==> config.mk <==
export PLATFORM = sky130hd
export DESIGN_NAME = mips32_state_dump
export DESIGN_NICKNAME = d
export VERILOG_FILES = /design/src/rtl/mips32_state_dump.sv
export SDC_FILE = /design/constraint.sdc
export NUM_CORES = 1
export LEC_CHECK = 0
export ABC_CLOCK_PERIOD_IN_PS = 6500
export CORE_MARGIN = 1
export CORE_UTILIZATION = 38
export CTS_BUF_LIST = sky130_fd_sc_hd__clkbuf_2 sky130_fd_sc_hd__clkbuf_4 sky130_fd_sc_hd__clkbuf_8
export CTS_CLUSTER_DIAMETER = 50
export DETAILED_ROUTE_END_ITERATION = 8
export GPL_ROUTABILITY_DRIVEN = 0
export PLACE_DENSITY = 0.67
export SLEW_MARGIN = 20
export SYNTH_ARGS = -nofsm -noshare
export SYNTH_HDL_FRONTEND = slang
export SYNTH_SLANG_ARGS = --single-unit
==> constraint.sdc <==
create_clock -name clk1 -period 6.5 [get_ports clk1]
set_input_delay 1.95 -clock clk1 [delete_from_list [all_inputs] [get_ports clk1]]
set_output_delay 1.95 -clock clk1 [all_outputs]
set_load 0.03 [all_outputs]
==> src/rtl/mips32_state_dump.sv <==
// -----------------------------------------------------------------------------
// mips32_state_dump
//
// Post-run state readout engine for pipe_MIPS32. When the core halts (rising
// edge of `halted`) or `start` is pulsed, it walks the register file
// R0..R(NREGS-1) and then an optional window of data memory. Both are read
// through one-cycle-latency read ports. Each word is streamed out on a
// valid/ready interface.
//
// Ports
//   clk1       single clock, rising edge
//   rst_n      asynchronous active-low reset
//   halted     core HALTED flag, rising edge starts a dump
//   start      one-cycle pulse, starts a dump while idle
//   mem_base   first memory word of the window (sampled at trigger)
//   mem_cnt    number of memory words, 0 = none (sampled at trigger)
//   reg_raddr  register-file read address
//   reg_rdata  register data, valid one cycle after reg_raddr
//   mem_raddr  memory read address
//   mem_rdata  memory data, valid one cycle after mem_raddr
//   out_valid  stream word valid
//   out_ready  sink ready
//   out_data   dumped word
//   out_src    0 = register, 1 = memory
//   out_idx    register number or (wrapped) memory address
//   out_last   final word of the dump
//   busy       dump in progress
//   done       one-cycle pulse after the last word is accepted
// -----------------------------------------------------------------------------
module mips32_state_dump #(
   parameter int NREGS     = 32,
   parameter int DATA_W    = 32,
   parameter int MADDR_W   = 10,
   parameter int MEM_CNT_W = 8
) (
   input  logic                 clk1,
   input  logic                 rst_n,
   input  logic                 halted,
   input  logic                 start,
   input  logic [MADDR_W-1:0]   mem_base,
   input  logic [MEM_CNT_W-1:0] mem_cnt,
   output logic [4:0]           reg_raddr,
   input  logic [DATA_W-1:0]    reg_rdata,
   output logic [MADDR_W-1:0]   mem_raddr,
   input  logic [DATA_W-1:0]    mem_rdata,
   output logic                 out_valid,
   input  logic                 out_ready,
   output logic [DATA_W-1:0]    out_data,
   output logic                 out_src,
   output logic [MADDR_W-1:0]   out_idx,
   output logic                 out_last,
   output logic                 busy,
   output logic                 done
);

   typedef enum logic [2:0] {
      IDLE     = 3'd0,
      REG_ADDR = 3'd1,
      REG_CAP  = 3'd2,
      REG_OUT  = 3'd3,
      MEM_ADDR = 3'd4,
      MEM_CAP  = 3'd5,
      MEM_OUT  = 3'd6,
      FIN      = 3'd7
   } state_t;

   localparam logic [MEM_CNT_W-1:0] LAST_REG = MEM_CNT_W'(NREGS - 1);

   state_t                 state_r;
   logic                   halted_q_r;
   logic [MADDR_W-1:0]     mem_base_l_r;
   logic [MEM_CNT_W-1:0]   mem_cnt_l_r;
   logic [MEM_CNT_W-1:0]   idx_r;

   logic                   trig_s;
   logic                   hs_s;
   logic                   reg_more_s;
   logic                   mem_more_s;
   logic [MEM_CNT_W-1:0]   idx_nxt_s;
   logic [MADDR_W-1:0]     mem_addr_nxt_s;

   // Trigger, handshake and next-word decode shared by both dump phases.
   always_comb begin
      trig_s         = start | (halted & ~halted_q_r);
      hs_s           = out_valid & out_ready;
      idx_nxt_s      = idx_r + MEM_CNT_W'(1);
      reg_more_s     = (idx_r != LAST_REG);
      // idx+1 == count means the current memory word is the final one.
      mem_more_s     = (idx_nxt_s != mem_cnt_l_r);
      // Address arithmetic wraps modulo 2^MADDR_W by truncation.
      mem_addr_nxt_s = mem_base_l_r + MADDR_W'(idx_nxt_s);
   end

   // Dump sequencer: all outputs registered. Read addresses are loaded on
   // entry to an *_ADDR state so they are presented during that state and the
   // read data can be captured in the following *_CAP state.
   always_ff @(posedge clk1 or negedge rst_n) begin
      if (!rst_n) begin
         state_r      <= IDLE;
         halted_q_r   <= 1'b0;
         mem_base_l_r <= '0;
         mem_cnt_l_r  <= '0;
         idx_r        <= '0;
         reg_raddr    <= 5'd0;
         mem_raddr    <= '0;
         out_valid    <= 1'b0;
         out_data     <= '0;
         out_src      <= 1'b0;
         out_idx      <= '0;
         out_last     <= 1'b0;
         busy         <= 1'b0;
         done         <= 1'b0;
      end else begin
         halted_q_r <= halted;
         done       <= 1'b0;
         case (state_r)
            IDLE: begin
               if (trig_s) begin
                  mem_base_l_r <= mem_base;
                  mem_cnt_l_r  <= mem_cnt;
                  idx_r        <= '0;
                  reg_raddr    <= 5'd0;
                  busy         <= 1'b1;
                  state_r      <= REG_ADDR;
               end else begin
                  state_r      <= IDLE;
               end
            end
            REG_ADDR: begin
               state_r <= REG_CAP;
            end
            REG_CAP: begin
               out_data  <= reg_rdata;
               out_src   <= 1'b0;
               out_idx   <= MADDR_W'(idx_r);
               out_last  <= (idx_r == LAST_REG) && (mem_cnt_l_r == '0);
               out_valid <= 1'b1;
               state_r   <= REG_OUT;
            end
            REG_OUT: begin
               if (hs_s) begin
                  out_valid <= 1'b0;
                  if (reg_more_s) begin
                     idx_r     <= idx_nxt_s;
                     reg_raddr <= idx_nxt_s[4:0];
                     state_r   <= REG_ADDR;
                  end else if (mem_cnt_l_r != '0) begin
                     idx_r     <= '0;
                     mem_raddr <= mem_base_l_r;
                     state_r   <= MEM_ADDR;
                  end else begin
                     state_r   <= FIN;
                  end
               end else begin
                  state_r <= REG_OUT;
               end
            end
            MEM_ADDR: begin
               state_r <= MEM_CAP;
            end
            MEM_CAP: begin
               out_data  <= mem_rdata;
               out_src   <= 1'b1;
               out_idx   <= mem_raddr;
               out_last  <= ~mem_more_s;
               out_valid <= 1'b1;
               state_r   <= MEM_OUT;
            end
            MEM_OUT: begin
               if (hs_s) begin
                  out_valid <= 1'b0;
                  if (mem_more_s) begin
                     idx_r     <= idx_nxt_s;
                     mem_raddr <= mem_addr_nxt_s;
                     state_r   <= MEM_ADDR;
                  end else begin
                     state_r   <= FIN;
                  end
               end else begin
                  state_r <= MEM_OUT;
               end
            end
            FIN: begin
               done    <= 1'b1;
               busy    <= 1'b0;
               state_r <= IDLE;
            end
            default: begin
               out_valid <= 1'b0;
               busy      <= 1'b0;
               state_r   <= IDLE;
            end
         endcase
      end
   end

endmodule

==> impl_metrics.ini <==
[routing]
drt_drc_violations_left = 0
via_per_inst = 5.15
vias = 4112
drtIter0Drc = 215
first_pass_iters = 4
wl_per_cell_um = 15.6
drtAntennaViolNets = 0
wl_mm = 12.5

[yosys]
synthArstFlopShare = 1.00
synth_seq_area_share = 0.470
ys.flop_type = dfrtp_1
ys_warn_count = 0
syn_area_mm2 = 0.00490
avgSynthCellArea_um2 = 10.0
synthTopCellsByArea = dfrtp_1 47%, mux2i_1 8.4%, mux2_2 6.0%
synth_edf_count = 0
ys_types = 53
synth_top_area_frac = 0.470
synth_cells = 488
yosysTopAreaCell = dfrtp_1
synth-seq-cells = 92
synth_nets = 585

[critical_path]
crit_required_ps = 6740
ff2ff_path_depth = 9
start_kind = input port
critPathMaxFanout = 19
end_kind = flip-flop
crit_arrival_ps = 3990
rrSetupSlack_ps = 3410
r2r_start = idx_r[0]
criticalPathCategory = input port to flip-flop
r2r-end = mem_raddr[8]

[power_and_ir_drop]
p_leak_nw = 2.86
power_w = 0.00275
powerDensity_mw_per_mm2 = 409
ir_drop_v = 0.000185

[min_path]
hold-path-endpoint = out_idx[6]
hp-class = flip-flop to flip-flop
min_path_cells = 2
min-delay-start = out_idx[6]

[grt]
grt-ovfl-total = 0
grt_first_pass_wirelength_mm = 19.8
grt_max_degree = 83
grt_pass1_vias = 4002
antenna_found_initial = 0
grt_usage = 0.193

[placement]
dp_cells = 783
io_buffers = 148
dp_hpwl_mm = 9.47
dpl-instance-area_mm2 = 0.00650

[sta]
period_share = 0.576
maxSlewViolCount = 0
fin_hold_ws_ps = 484
fin_setup_tns_ps = 0
final_hold_viol_count = 0
worst_pin_slew_ps = 935
setup_viol = 0
max-slew-margin-rel = 0.377
skew_ps = 7.43
rsz0062_at_grt = false
fin_crit_ps = 3740
clock.fmax_mhz = 267

[clock_tree]
post_cts_buffers = 0
cts_root_buf = clkbuf_8
clk_path_buf_depth = 2
clock-sinks = 92
htree_levels = 3
numCtsBuffers = 9
cts_tree = yes
clkLatencyLatePin_ps = 360
cts_resized = 0
hold_buffers = 0
clkTransAtPathRegs_ps = 80

[outcome]
status = finished, final reports clean

[floorplanning]
io_pins = 149
initial_core_util = 0.390
core-area_mm2 = 0.0126
rows = 41
die_h_um = 116
fp.dieW_um = 116
die_area_mm2 = 0.0133

[finish]
instances_no_fill = 799
design_area_mm2 = 0.00673
fillers = 1152
syn_to_final_growth_pct = 37.5
layout.cells.most_common = clkdlybuf4s50_1
nets = 719
antenna_cells = 0
layout-drive-gt1-share = 0.0829
mostFrequentLayoutCells = 147 x clkdlybuf4s50_1, 92 x dfrtp_1, 66 x nand2_1

[flow_run]
maxCapViolCount = 0
-- area by class of cell --
type / instances / area [um^2] / area share
clock inverter: 4 / 70.1 / 0.0104
inverter: 14 / 52.6 / 0.00781
clock buffer: 12 / 165 / 0.0245
timing repair buffer: 151 / 1500 / 0.223
tap: 172 / 215 / 0.0320
sequential: 92 / 2300 / 0.342
multi-input combinational: 354 / 2430 / 0.360
-- layer usage --
layer  GRT usage  wire length [um]  vias to the layer above
li1            -                 -                     2002
met1       0.240              5560                     1967
met2       0.331              5960                      129
met3      0.0413               814                       14
met4      0.0701               161                        0
met5           0                 0                        -
-- cells by family (layout without fill, tap and decap cells) --
group,count (synthesis),after routing,share of synthesized area
AND/OR/NAND/NOR,143,143,0.135
AO/OA/AOI/OAI,118,118,0.155
adder cells (fa/ha/maj),10,10,0.0271
XOR/XNOR,16,16,0.0314
flip-flops,92,92,0.470
multiplexers,67,67,0.144
buffers and inverters,42,181,0.0373
-- cells in the mapped netlist, types with 2 or more instances --
library cell	instances
inv_1	14
xnor2_1	9
clkbuf_1	18
a21boi_0	2
a21o_1	7
o21ai_0	54
a21oi_1	15
o211ai_1	6
nor2b_1	4
o31ai_1	3
a21oi_2	2
nand4_1	6
buf_6	2
mux2_2	26
nand2b_1	6
nor4_1	2
and2_1	7
a31oi_1	2
nor4b_1	2
ha_1	9
or4_1	2
nor2_1	27
mux2i_1	41
a221o_1	5
nand2_1	66
nand3_1	12
dfrtp_1	92
xor2_1	6
a22oi_1	2
o221ai_1	2
buf_2	8
a22o_1	6
a211oi_1	2
and3_1	2
-- flip-flops by register name, indices dropped and copies added (netlist names), 3 cells and up --
signal,count
out_data,32
mem_raddr,10
reg_raddr,5
idx_r,8
mem_base_l_r,10
mem_cnt_l_r,8
state_r,3
out_idx,10
-- metrics by stage --
step / utilization / worst slack [ps]
after global placement: 0.517 / 2430
after CTS: 0.536 / 2740
after floorplan: - / 2910
after global routing: 0.536 / 2550
final: 0.536 / 2760
after detailed placement: 0.517 / 2350
-- report_power, final --
part | switching [W] | leakage (nW) | internal (W) | total, W
Sequential | 0.000187 | 1.16 | 0.000791 | 0.000978
Combinational | 0.000737 | 1.57 | 0.000594 | 0.00133
Clock | 0.000195 | 0.122 | 0.000247 | 0.000442
Total | 0.00112 | 2.86 | 0.00163 | 0.00275
-- how the worst max path moves through the flow --
stage               startpoint         endpoint  slack [ps]
finish                  halted  mem_base_l_r[3]        2760
global route            halted  mem_base_l_r[7]        2550
CTS                     halted  mem_base_l_r[3]        2740
detailed placement      halted  mem_base_l_r[1]        2350
global placement        halted  mem_base_l_r[8]        2430
floorplan               halted  mem_base_l_r[2]        2910
-- worst max-delay path, cell delays in order --
cell             delay, ps
clkdlybuf4s50_1        410
nor2b_1                140
o21ai_0                280
nand2b_1               770
mux2_2                 420
Power figures use the tool's default switching activity.
